File: src/rtl/bitty_instr_feeder.sv
// Instruction feeder: buffers up to DEPTH 16-bit words, then issues
// them one by one to a core via instr/run and waits for done.
// Ports:
//   clk, rst (async, active-low)
//   load_valid, load_data, load_ready : append words while idle
//   start                             : issue the buffered program
//   instr, run                        : registered word + issue strobe
//   done                              : core completion pulse
//   busy, finished, timeout_err       : status
//   count                             : buffered word count
module bitty_instr_feeder #(
   parameter int DEPTH          = 16,
   parameter int TIMEOUT_CYCLES = 64
) (
   input  logic                   clk,
   input  logic                   rst,
   input  logic                   load_valid,
   input  logic [15:0]            load_data,
   output logic                   load_ready,
   input  logic                   start,
   output logic [15:0]            instr,
   output logic                   run,
   input  logic                   done,
   output logic                   busy,
   output logic                   finished,
   output logic                   timeout_err,
   output logic [$clog2(DEPTH):0] count
);

   localparam int AW = $clog2(DEPTH);
   localparam int CW = AW + 1;

   typedef enum logic [1:0] {
      IDLE,
      ISSUE,
      WAIT,
      FINISH
   } state_t;

   state_t        state;
   state_t        state_nx;
   logic [AW-1:0] rd_ptr;
   logic [7:0]    timer;
   logic [15:0]   mem [DEPTH];

   logic do_load;
   logic ack;
   logic last;
   logic tmo;

   assign busy       = (state != IDLE);
   assign load_ready = (state == IDLE)
                     && (count < CW'(DEPTH))
                     && !start;
   assign do_load    = load_valid && load_ready;

   // run is high in the first WAIT cycle; a done seen
   // alongside it belongs to no issued instruction.
   assign ack  = done && !run;
   assign last = ({1'b0, rd_ptr} == (count - CW'(1)));
   assign tmo  = (timer == 8'(TIMEOUT_CYCLES - 1));

   always_comb begin
      state_nx = state;
      case (state)
         IDLE: begin
            if (start) begin
               if (count != '0) state_nx = ISSUE;
               else             state_nx = FINISH;
            end
         end
         ISSUE: state_nx = WAIT;
         WAIT: begin
            if (ack) begin
               if (last) state_nx = FINISH;
               else      state_nx = ISSUE;
            end else if (tmo) begin
               state_nx = FINISH;
            end
         end
         FINISH:  state_nx = IDLE;
         default: state_nx = IDLE;
      endcase
   end

   always_ff @(posedge clk or negedge rst) begin
      if (!rst) begin
         state       <= IDLE;
         count       <= '0;
         rd_ptr      <= '0;
         timer       <= '0;
         instr       <= '0;
         run         <= 1'b0;
         finished    <= 1'b0;
         timeout_err <= 1'b0;
      end else begin
         state    <= state_nx;
         run      <= (state == ISSUE);
         finished <= (state == FINISH);
         case (state)
            IDLE: begin
               if (start && (count != '0)) begin
                  timeout_err <= 1'b0;
                  rd_ptr      <= '0;
               end else if (do_load) begin
                  count <= count + CW'(1);
               end
            end
            ISSUE: begin
               instr <= mem[rd_ptr];
               timer <= '0;
            end
            WAIT: begin
               timer <= timer + 8'd1;
               if (ack) begin
                  if (!last) rd_ptr <= rd_ptr + AW'(1);
               end else if (tmo) begin
                  timeout_err <= 1'b1;
               end
            end
            FINISH: begin
               count  <= '0;
               rd_ptr <= '0;
            end
            default: ;
         endcase
      end
   end

   // Buffer storage keeps its contents across reset.
   always_ff @(posedge clk) begin
      if (do_load) mem[count[AW-1:0]] <= load_data;
   end

endmodule

File: config.mk
export PLATFORM = sky130hd
export DESIGN_NAME = bitty_instr_feeder
export DESIGN_NICKNAME = d
export VERILOG_FILES = /design/src/rtl/bitty_instr_feeder.sv
export SDC_FILE = /design/constraint.sdc
export NUM_CORES = 1
export LEC_CHECK = 0
export CORE_ASPECT_RATIO = 1.5
export CORE_MARGIN = 2
export CORE_UTILIZATION = 35
export CTS_BUF_LIST = sky130_fd_sc_hd__clkbuf_4
export DETAILED_ROUTE_END_ITERATION = 16
export PLACE_DENSITY = 0.53
export SKIP_CTS_REPAIR_TIMING = 1
export SYNTH_ARGS = -nofsm -noshare
export SYNTH_HDL_FRONTEND = slang
export SYNTH_SLANG_ARGS = --single-unit
File: constraint.sdc
create_clock -name clk -period 3.2 [get_ports clk]
set_clock_uncertainty 0.2 [all_clocks]
set_input_delay 0.48 -clock clk [delete_from_list [all_inputs] [get_ports clk]]
set_output_delay 0.48 -clock clk [all_outputs]
set_load 0.05 [all_outputs]
==> impl_metrics.tcl, run 1 <==
set metrics [dict create \
    io_buffers 46 \
    setup-violations-final 0 \
    drive_gt1_share_pct 33.7 \
    viasPerCell 5.04 \
    p_leak_nw 4.63 \
    seq_area_um2 8640 \
    drv_slew 0 \
    drc 0 \
    finalHoldViolCount 0 \
    ys_seq_area_share_pct 73.4 \
    die_w_um 154 \
    powerDensity_nw_per_um2 751 \
    yosys.area_share.simple_pct 3.28 \
    post-route-period-util_pct 92.9 \
    cp_top_family "buffers and inverters" \
    rows 82 \
    path_cells "clkdlybuf4s50_1" \
    firstDrtPassIters 7 \
    overflow 0 \
    slowest_delay_ps 900 \
    synth_seq_cells 294 \
    stdcell_count 1219 \
    syn_nets 653 \
    cts-root-buf "clkbuf_4" \
    synth_cells 620 \
    design.core.area_um2 33200 \
    drt_iter0_drc 499 \
    grt_use_total_pct 15.5 \
    clock_latency_ps 730 \
    ys_types 44 \
    crit_fanout 17 \
    final_common_cell "edfxtp_1" \
    endpoint_kind "output pin" \
    cts_made_buffers 71 \
    fmax_ghz 0.336 \
    grt_pass1_vias 6881 \
    worstPathBufferInverterCount 1 \
    status "finished, final reports clean" \
    synth-edff-count 256 \
    fillers 3009 \
    dp_cells 1089 \
    synthToLayoutAreaGrowth_pct 18.8 \
    synth-adder-area-share_pct 1.28 \
    cts_tree "done" \
    ant_nets 0 \
    wl_per_cell_um 21.8 \
    vias 6141 \
    synthXorXnorAreaFrac_pct 0.521 \
    grt_max_degree 43 \
    ys_warn_count 0 \
    nets 776 \
    io_pins 47 \
    syn_area_um2 11800 \
    worstMarginPinSlew_ps 839 \
    synth_top_family_by_area "multiplexers" \
    irDropWorstVdd_v 0.000347 \
    antenna_found_initial 1 \
    max_cap_viol_count 0 \
    synth_compound_area_share_pct 3.62 \
    synth_ff_type "edfxtp_1" \
    cts.sinks 294 \
    die-height_um 229 \
    final_area_um2 14000 \
    die_area_um2 35100 \
    worstSetupPathType "register to output pin" \
    rsz0062_at_grt "false" \
    routed_wirelength_um 26500 \
    cts_max_path_buffers 3 \
    multi_input_area_um2 2930 \
    crit_path_start_kind "register" \
    synthArstFlopShare_pct 12.9 \
    cts_max_level 3 \
    dpl.hpwl_um 17400 \
    slowest_stage "clkdlybuf4s50_1" \
    start_util_pct 35.4 \
    post-route-min-period_ps 2970 \
    synthMuxAreaShare_pct 15.6 \
    crit_required_ps 2520 \
    final_cell_mix "256 x edfxtp_1, 105 x clkbuf_4, 64 x mux4_2, 43 x clkdlybuf4s50_1, 35 x dfrtp_1" \
    place_congestion 0.786 \
    hp-class "input port to asynchronous set/reset pin" \
    grt_pass1_wl_um 40200 \
    synth.avg_cell_area_um2 19.0 \
    post_dp_cell_area_um2 13000 \
    maxSlewHeadroom_pct 44.1 \
    cp_data_arrival_time_ps 2290 \
    clkTransAtPathRegs_ps 70 \
]
cell usage after synthesis, types with 2 or more instances:
master,instances,area (µm²)
a21boi_0,2,15.0
inv_1,31,116
nand2_1,15,56.3
a21oi_1,6,30.0
a22oi_1,17,128
dfrtp_1,38,951
nor3b_1,2,15.0
ha_1,12,150
nor3_1,7,35.0
buf_1,2,7.51
buf_6,3,33.8
xor2_1,3,26.3
mux2i_1,2,20.0
o21ai_1,16,80.1
o21ai_0,16,80.1
nor2_1,22,82.6
nand3_1,12,60.1
or3_1,2,12.5
buf_2,11,55.1
mux4_2,64,1440
clkbuf_1,15,56.3
xnor2_1,4,35.0
mux2_2,33,372
o22ai_1,4,25.0
nor4bb_1,2,20.0
nor2b_1,4,25.0
edfxtp_1,256,7690
nand2b_1,2,12.5
nand4_1,2,12.5
metal layers:
metal	wire length (µm)	up-vias	track usage [%]	part of all wire, %
li1	-	2761	-	-
met1	10300	3195	17.4	39
met2	14500	153	28.0	55
met3	1130	32	3.55	4.3
met4	626	0	6.94	2.4
met5	0	-	0	0
report_power, final:
group / switching [mW] / leakage (nW) / total (mW) / internal, mW
combinational: 1.58 / 1.26 / 2.62 / 1.04
clock: 1.46 / 0.580 / 3.29 / 1.83
sequential: 0.197 / 2.79 / 4.59 / 4.39
through the flow:
stage                     power [mW]  setup TNS, ps  utilization, %  hold slack, ps  setup WS, ps
after floorplan                 6.40              0               -           -15.6           383
after global routing            11.0              0            42.0             217           125
after global placement          7.28              0            39.0             308           559
after detailed placement        7.32              0            39.0             308           495
final                           10.5              0            42.0             193           227
after CTS                       10.7           -151            42.0            -403          -151
flip-flops by register name, summed over array words and instances (netlist names):
name	cells
count	5
finished	1
instr	16
mem	256
rd_ptr	4
run	1
state	2
timeout_err	1
timer	8
final cells by class:
type	instances	area share, %
clock buffer	105	5.64
sequential	294	61.8
antenna	1	0.0179
tap	420	3.76
multi-input combinational	264	21.0
clock inverter	23	1.42
timing repair buffer	81	5.51
inverter	31	0.833
final timing paths:
path / end / start / cells past startpoint / slack (ps)
worst max-delay path: count[3] / count[3] / 1 / 230
worst min-delay path: instr[1] / rst / 2 / 190
worst max register to register: rd_ptr[2] / count[0] / 7 / 670
worst min register to register: instr[6] / instr[6] / 2 / 310
max in group asynchronous: instr[3] / rst / 3 / 1890
min in group clk: instr[6] / instr[6] / 2 / 310
logic make-up (layout without fill, tap and decap cells):
family,Yosys count,in the layout
xor gates and xnor gates,7,7
DFF,294,294
muxes,99,99
other,0,1
buffers and inverters,62,240
adders and majority gates,12,12
AOI/OAI and AO/OA,69,69
and+or+nand+nor,77,77
(Power assumes the default switching activity.)
==> inputs of run 2 (changes only) <==
Settings changed: CAP_MARGIN from default to 10.
==> results of run 2 <==
The final DEF is identical to that of run 1; final timing and power are the same.
==> inputs of run 3 (changes only) <==
Settings changed: PLACE_DENSITY 0.53 to 0.51.
Clock period 3.2 ns to 3.3 ns, I/O delays scaled along.
==> impl_metrics.tcl, run 3 (synthesis results as in run 1) <==
set metrics [dict create \
    rr_startpoint "count[0]" \
    cts.sinks 294 \
    path_cells "inv_1, ha_1, inv_1, clkdlybuf4s50_1" \
    reg2regPathDepth 7 \
    final_cell_mix "256 x edfxtp_1, 100 x clkbuf_4, 64 x mux4_2, 44 x clkdlybuf4s50_1, 38 x buf_4" \
    firstDrtPassIters 7 \
    drive_gt1_share_pct 32.9 \
    hold_ws_ps 237 \
    grt_max_degree 36 \
    cts-root-buf "clkbuf_4" \
    drv_slew 0 \
    endpoint_kind "output pin" \
    worstMarginPinSlew_ps 976 \
    start_util_pct 35.4 \
    finalHoldViolCount 0 \
    powerDensity_nw_per_um2 719 \
    fmax_ghz 0.315 \
    crit_fanout 6 \
    drc 0 \
    final_common_cell "edfxtp_1" \
    max_cap_viol_count 0 \
    nets 783 \
    die_area_um2 35100 \
    ant_nets 0 \
    post-route-period-util_pct 96.1 \
    wl_per_cell_um 22.1 \
    cp_data_arrival_time_ps 2480 \
    grt_use_total_pct 15.9 \
    worstSetupPathType "register to output pin" \
    rsz0062_at_grt "false" \
    status "finished, final reports clean" \
    io_buffers 46 \
    design.core.area_um2 33200 \
    vias 6192 \
    setup-violations-final 0 \
    crit_top_cell "inv_1" \
    cts_max_path_buffers 3 \
    worstReg2RegEnd "rd_ptr[2]" \
    p_leak_nw 4.62 \
    hp-class "input port to asynchronous set/reset pin" \
    post_dp_cell_area_um2 13000 \
    drt_iter0_drc 370 \
    dpl.hpwl_um 16500 \
    largest_reg_flops 256 \
    viasPerCell 5.07 \
    antenna_found_initial 1 \
    rrSetupSlack_ps 700 \
    p_total_mw 10.0 \
    cts_max_level 3 \
    final_area_um2 13900 \
    cts_made_buffers 72 \
    crit_end "busy" \
    dp_cells 1095 \
    crit_required_ps 2600 \
    overflow 0 \
    clock_latency_ps 740 \
    cp-startpoint "state[0]" \
    die_w_um 154 \
    io_pins 47 \
    fin_setup_tns_ps 0 \
    grt_pass1_vias 6835 \
    die-height_um 229 \
    irDropWorstVdd_v 0.000253 \
    post-route-min-period_ps 3170 \
    cts_tree "done" \
    slowest_delay_ps 820 \
    place_congestion 0.742 \
    slowest_stage "clkdlybuf4s50_1" \
    crit_path_start_kind "register" \
    routed_wirelength_um 27000 \
    rows 82 \
    clkTransAtPathRegs_ps 70 \
    maxSlewHeadroom_pct 34.9 \
    grt_pass1_wl_um 41100 \
    synthToLayoutAreaGrowth_pct 18.3 \
    stdcell_count 1221 \
]
==> run 3: cell type report <==
type / instances / area [µm²]
multi-input cells: 264 / 2910
inverters: 31 / 116
fillers: 2992 / 19300
clock inverters: 24 / 173
flip-flops and latches: 294 / 8640
clock buffers: 100 / 751
diodes: 1 / 2.50
well taps: 420 / 526
repair buffers: 87 / 793
==> run 3: report_power, final <==
part           leakage [nW]  switching [mW]  internal [mW]
registers              2.79           0.204           4.26
clock network         0.537            1.42           1.63
logic                  1.30            1.47           1.01
total                  4.62            3.09           6.90
==> run 3: critical path, delay by kind of cell, from the launching register on <==
kind,cells,cell delay [ps]
buffers and inverters,3,1070
DFF,1,380
adders and majority gates,1,290
==> run 3: layer usage <==
| layer | vias to the layer above | GRT usage (%) | part of all wire [%] |
|---|---|---|---|
| met5 | - | 0 | 0 |
| met4 | 0 | 7.97 | 3.2 |
| met3 | 58 | 3.24 | 4.1 |
| met2 | 147 | 27.8 | 53 |
| met1 | 3205 | 18.3 | 39 |
| li1 | 2782 | - | - |
==> run 3: worst min-delay path by stage <==
stage,to,slack (ps),cells past startpoint
finish,instr[13],240,2
CTS,instr[13],-330,1
detailed placement,instr[5],300,2
floorplan,count[0],-0.6,0
global placement,instr[9],300,2
global route,timeout_err,280,3
==> run 3: stage by stage <==
| step | utilization (%) | setup WS, ps |
|---|---|---|
| final | 41.8 | 127 |
| after global routing | 41.8 | 7.67 |
| after detailed placement | 39.0 | 477 |
| after floorplan | - | 63.8 |
| after global placement | 39.0 | 465 |
| after CTS | 41.8 | -199 |
==> edit 1: new RTL, flow settings as in run 2 <==
Set the parameter `DEPTH` to 64 (it was 16). Comments in the files are not updated.
--- a/src/rtl/bitty_instr_feeder.sv
+++ b/src/rtl/bitty_instr_feeder.sv
@@ -10,5 +10,5 @@
 //   count                             : buffered word count
 module bitty_instr_feeder #(
-   parameter int DEPTH          = 16,
+   parameter int DEPTH          = 64,
    parameter int TIMEOUT_CYCLES = 64
 ) (
Ports: changed (resized count); port bits go from 47 to 49. The function was not compared with the original's and may differ.
==> edit 1 against run 2 <==
The run now ends with negative setup slack left; setup slack worse by 0.26 ns; sequential power grew to 3.4 times the old value; sequential cell count is 772 higher; final cell count grew to 3.4 times the old value; power grew to 3.1 times the old value; non-clock buffer count is 228 higher; wire length grew to 4.3 times the old value; area after synthesis grew to 3.5 times the old value; design area grew to 3.5 times the old value; critical path type unchanged.
==> edit 1: results (changes against run 2) <==
* final worst setup slack: -0.0296 ns, was 0.227 ns
* Worst Min Path Start: done
* Seq/Total Area, Yosys: 76.9%, was 73.4%
* Critical-path top delay cell: sky130_fd_sc_hd__dfrtp_1, was sky130_fd_sc_hd__clkdlybuf4s50_1
* clock latency reported for the late side of the worst-skew pair: 1.15 ns, was 0.73 ns
* wire length of the first global-routing pass: 162,000 um, was 40,200 um
* H-tree level count: 4, was 3
* post-detailed-route via-to-cell ratio: 5.26, was 5.04
* Synth cell types: 59, was 44
* 1st-pass router iterations: 5, was 7
* run status: complete, but fails checks, was completed
* TritonCTS Buffers: 230, was 71
* initial drt markers: 2,103, was 499
* dpl hpwl: 72,300 um, was 17,400 um
* worst hold path type: in2reg, was in2async
* routed wire length: 115,000 um, was 26,500 um
* Top Family by Delay on Critical Path: buffers and inverters, unchanged
* routability cong.: 0.823, was 0.786
* post-detailed-placement cell area: 0.0459 mm^2, was 0.0130 mm^2
* fraction of registers with async set or reset after synthesis: 3.94%, was 12.9%
* Final setup viols: 1, was 0
* pin count of the biggest net entering global routing: 82, was 43
* clock-pin slew on the worst setup and hold paths: 0.07 ns, about the same
* static leakage: 16.0 nW, was 4.63 nW
* Post-Place Setup Slack: -0.138 ns, was 0.495 ns
* routed len/inst: 27.7 um, was 21.8 um
* violations in the final reports: negative setup slack
* ranking of synthesized cells by instance count: 1,024 x sky130_fd_sc_hd__edfxtp_1, 238 x sky130_fd_sc_hd__mux4_2, 101 x sky130_fd_sc_hd__mux2i_1, was 256 x sky130_fd_sc_hd__edfxtp_1, 64 x sky130_fd_sc_hd__mux4_2, 38 x sky130_fd_sc_hd__dfrtp_1
* flip-flop count of the largest register, all copies and words added: 1,024, was 256
* overall track demand over capacity in global routing: 18.9%, was 15.5%
* largest stage delay on the critical path: 0.41 ns, was 0.90 ns
* Max FO, Critical Path: 7, was 17
* fraction of layout instances using a drive strength above 1: 35.1%, was 33.7%
* Max Buffers Root-to-Sink: 3, unchanged
* count of nets left with antenna violations after detail routing: 0, unchanged
* net switching fraction of the power: 27.7%, was 30.8%
* source of the worst register-to-register timing path: rd_ptr[0], was count[0]
* Total Negative Setup Slacks: -0.0296 ns, was 0 ns
* Worst VDD drop: 0.355 mV, was 0.347 mV
* via count of the first global-routing pass: 22,800, was 6,881
* cells taking the most area after synthesis: sky130_fd_sc_hd__edfxtp_1 74%, sky130_fd_sc_hd__mux4_2 13%, sky130_fd_sc_hd__dfrtp_1 2.5%, was sky130_fd_sc_hd__edfxtp_1 65%, sky130_fd_sc_hd__mux4_2 12%, sky130_fd_sc_hd__dfrtp_1 8.1%
* antenna violations before repair: 5, was 1
* crit path from: state[0], was count[3]
* yosys warns: 0, unchanged
* Worst slew margin: 28.5%, was 44.1%
* number of placed instances with taps included: 3,685, was 1,089
* Nets: 2,415, was 776
* number of flops mapped to enable cells by yosys: 1,024, was 256
* cells after synthesis: 1,957, was 620
* Port Buffers: 48, was 46
* arrival time of the worst setup path: 2.55 ns, was 2.29 ns
## edit 1: layout make-up
cell class / count / area (um^2)
clock buffers: 338 / 2540
clock inverters: 89 / 494
inverters: 20 / 75.1
diodes: 7 / 17.5
repair buffers: 309 / 3470
multi-input cells: 758 / 9070
flip-flops and latches: 1066 / 31800
well taps: 1560 / 1950
fillers: 10300 / 67900
## edit 1: worst paths after layout
kind	end	slack (ns)	cells after the start
min reg2reg	timer[7]	0.37	2
min in group asynchronous	rd_ptr[1]	0.30	4
max reg2reg	instr[7]	0.07	8
min	state[1]	0.08	4
max	busy	-0.03	4
max in group asynchronous	instr[14]	2.19	4
## edit 1: cells by family after synthesis
family	synth area share [%]
and+or+nand+nor	2.33
AOI/OAI and AO/OA	3.34
DFF	76.9
adders and majority gates	0.272
muxes	15.5
xor gates and xnor gates	0.169
buffers and inverters	1.54
## edit 1: routing by layer
| layer | part of all wire (%) | up-vias | track usage, % |
|---|---|---|---|
| met4 | 3.4 | 2 | 7.62 |
| met3 | 6.0 | 193 | 4.45 |
| met1 | 37 | 11600 | 22.0 |
| met5 | 0.014 | - | 0 |
| li1 | - | 9267 | - |
| met2 | 53 | 780 | 33.6 |
## edit 1: tightest hold or removal path: cells and delay by family
| family | cells | cell delay, ns |
|---|---|---|
| AOI/OAI and AO/OA | 2 | 0.43 |
| buffers and inverters | 2 | 0.46 |
## edit 1: power groups by stage
stage	sequential [W]	clock, W	combinational [W]
5_1_grt	0.0158	0.0114	0.00658
3_3_place_gp	0.0161	0	0.00607
4_1_cts	0.0158	0.0108	0.00614
3_5_place_dp	0.0161	0	0.00612
6_report	0.0158	0.0104	0.00622
2_1_floorplan	0.0163	0	0.00345
==> edit 2: new RTL, config.mk and constraints of run 2 <==
Made on the original files. The 4 states of `state_t` get a Gray code encoding in 2 bits.
--- a/src/rtl/bitty_instr_feeder.sv
+++ b/src/rtl/bitty_instr_feeder.sv
@@ -32,8 +32,8 @@
 
    typedef enum logic [1:0] {
-      IDLE,
-      ISSUE,
-      WAIT,
-      FINISH
+      IDLE   = 2'b00,
+      ISSUE  = 2'b01,
+      WAIT   = 2'b11,
+      FINISH = 2'b10
    } state_t;
 
Behaviour: same outputs for any inputs over 4 cycles, from zero or initial values and one cycle with rst low; so few cycles prove little.
==> edit 2 against run 2 <==
Final cell count shrank 3.2%; maximum frequency shrank 0.26%; critical path depth grew 2; synthesized cell count shrank 4.0%; wire length grew 1.4%; power grew 2.8%; design area shrank 2.0%; area after synthesis is essentially flat; critical endpoint is now load_ready; sequential cell count is the same; setup slack lost 0.0079 ns; count of clock-buffer cells in the layout is the same.
==> edit 2: results (changes against run 2) <==
* met3 layer usage reported by global route: 3.96%, was 3.55%
* Synth cell types: 49, was 44
* dpl hpwl: 16,700 um, was 17,400 um
* capture point of the critical path: load_ready, was count[3]
* TritonCTS Buffers: 70, was 71
* run status: completed, unchanged
* overall power after layout: 0.0108 W, was 0.0105 W
* Worst VDD drop: 0.390 mV, was 0.347 mV
* cells after synthesis: 595, was 620
* Post-Place Setup Slack: 0.440 ns, was 0.495 ns
* wire length of the first global-routing pass: 40,200 um, about the same
* crit path from: state[1], was count[3]
* fraction of layout instances using a drive strength above 1: 29.6%, was 33.7%
* met1 layer usage reported by global route: 17.7%, was 17.4%
* fraction of met2 tracks used by global routing: 28.4%, was 28.0%
* static leakage: 4.68 nW, was 4.63 nW
* FF-to-FF End: instr[12], was rd_ptr[2]
* ranking of synthesized cells by instance count: 256 x sky130_fd_sc_hd__edfxtp_1, 46 x sky130_fd_sc_hd__mux4_2, 38 x sky130_fd_sc_hd__dfrtp_1, was 256 x sky130_fd_sc_hd__edfxtp_1, 64 x sky130_fd_sc_hd__mux4_2, 38 x sky130_fd_sc_hd__dfrtp_1
* Seq/Total Area, Yosys: 73.5%, was 73.4%
* power dissipated in the clock network: 0.00295 W, was 0.00329 W
* Syn Nets: 623, was 653
* final-layout worst hold slack: 0.243 ns, was 0.193 ns
* routed len/inst: 22.8 um, was 21.8 um
* largest stage delay on the critical path: 0.82 ns, was 0.90 ns
* Max FO, Critical Path: 2, was 17
* initial drt markers: 493, was 499
## edit 2: changes by cell type in the layout (fill, tap and decap cells not counted), moves of 8 or more
cell | run 2 | this run
sky130_fd_sc_hd__inv_1 | 31 | 6
sky130_fd_sc_hd__mux4_1 | 0 | 18
sky130_fd_sc_hd__mux4_2 | 64 | 46
sky130_fd_sc_hd__nor3_1 | 3 | 21
sky130_fd_sc_hd__a22oi_1 | 17 | 0
sky130_fd_sc_hd__mux2_2 | 33 | 16
sky130_fd_sc_hd__a221o_1 | 0 | 16
sky130_fd_sc_hd__mux2i_1 | 2 | 18
sky130_fd_sc_hd__o21ai_1 | 16 | 2
sky130_fd_sc_hd__o21ai_0 | 16 | 3
sky130_fd_sc_hd__buf_4 | 31 | 23
## edit 2: cell families (layout without fill, tap and decap cells)
logic type | Yosys count | after routing | share of synthesized area [%]
adders and majority gates | 7 | 7 | 0.745
xor gates and xnor gates | 9 | 9 | 0.671
buffers and inverters | 43 | 207 | 2.03
and+or+nand+nor | 100 | 100 | 4.06
DFF | 294 | 294 | 73.5
AOI/OAI and AO/OA | 44 | 44 | 3.10
other | 0 | 1 | 0
muxes | 98 | 98 | 15.9
## edit 2: area by class of cell
type / count / area, um^2
Tap cell: 420 / 526
Timing Repair Buffer: 73 / 698
Antenna cell: 1 / 2.50
Multi-Input combinational cell: 258 / 2930
Inverter: 9 / 33.8
Sequential cell: 294 / 8640
Clock inverter: 20 / 77.6
Fill cell: 2991 / 19500
Clock buffer: 105 / 788
## edit 2: layer usage
layer	share of wire, %	vias up
met4	1.5	0
met2	55	182
met1	39	3178
met5	0	-
met3	4.8	26
li1	-	2722
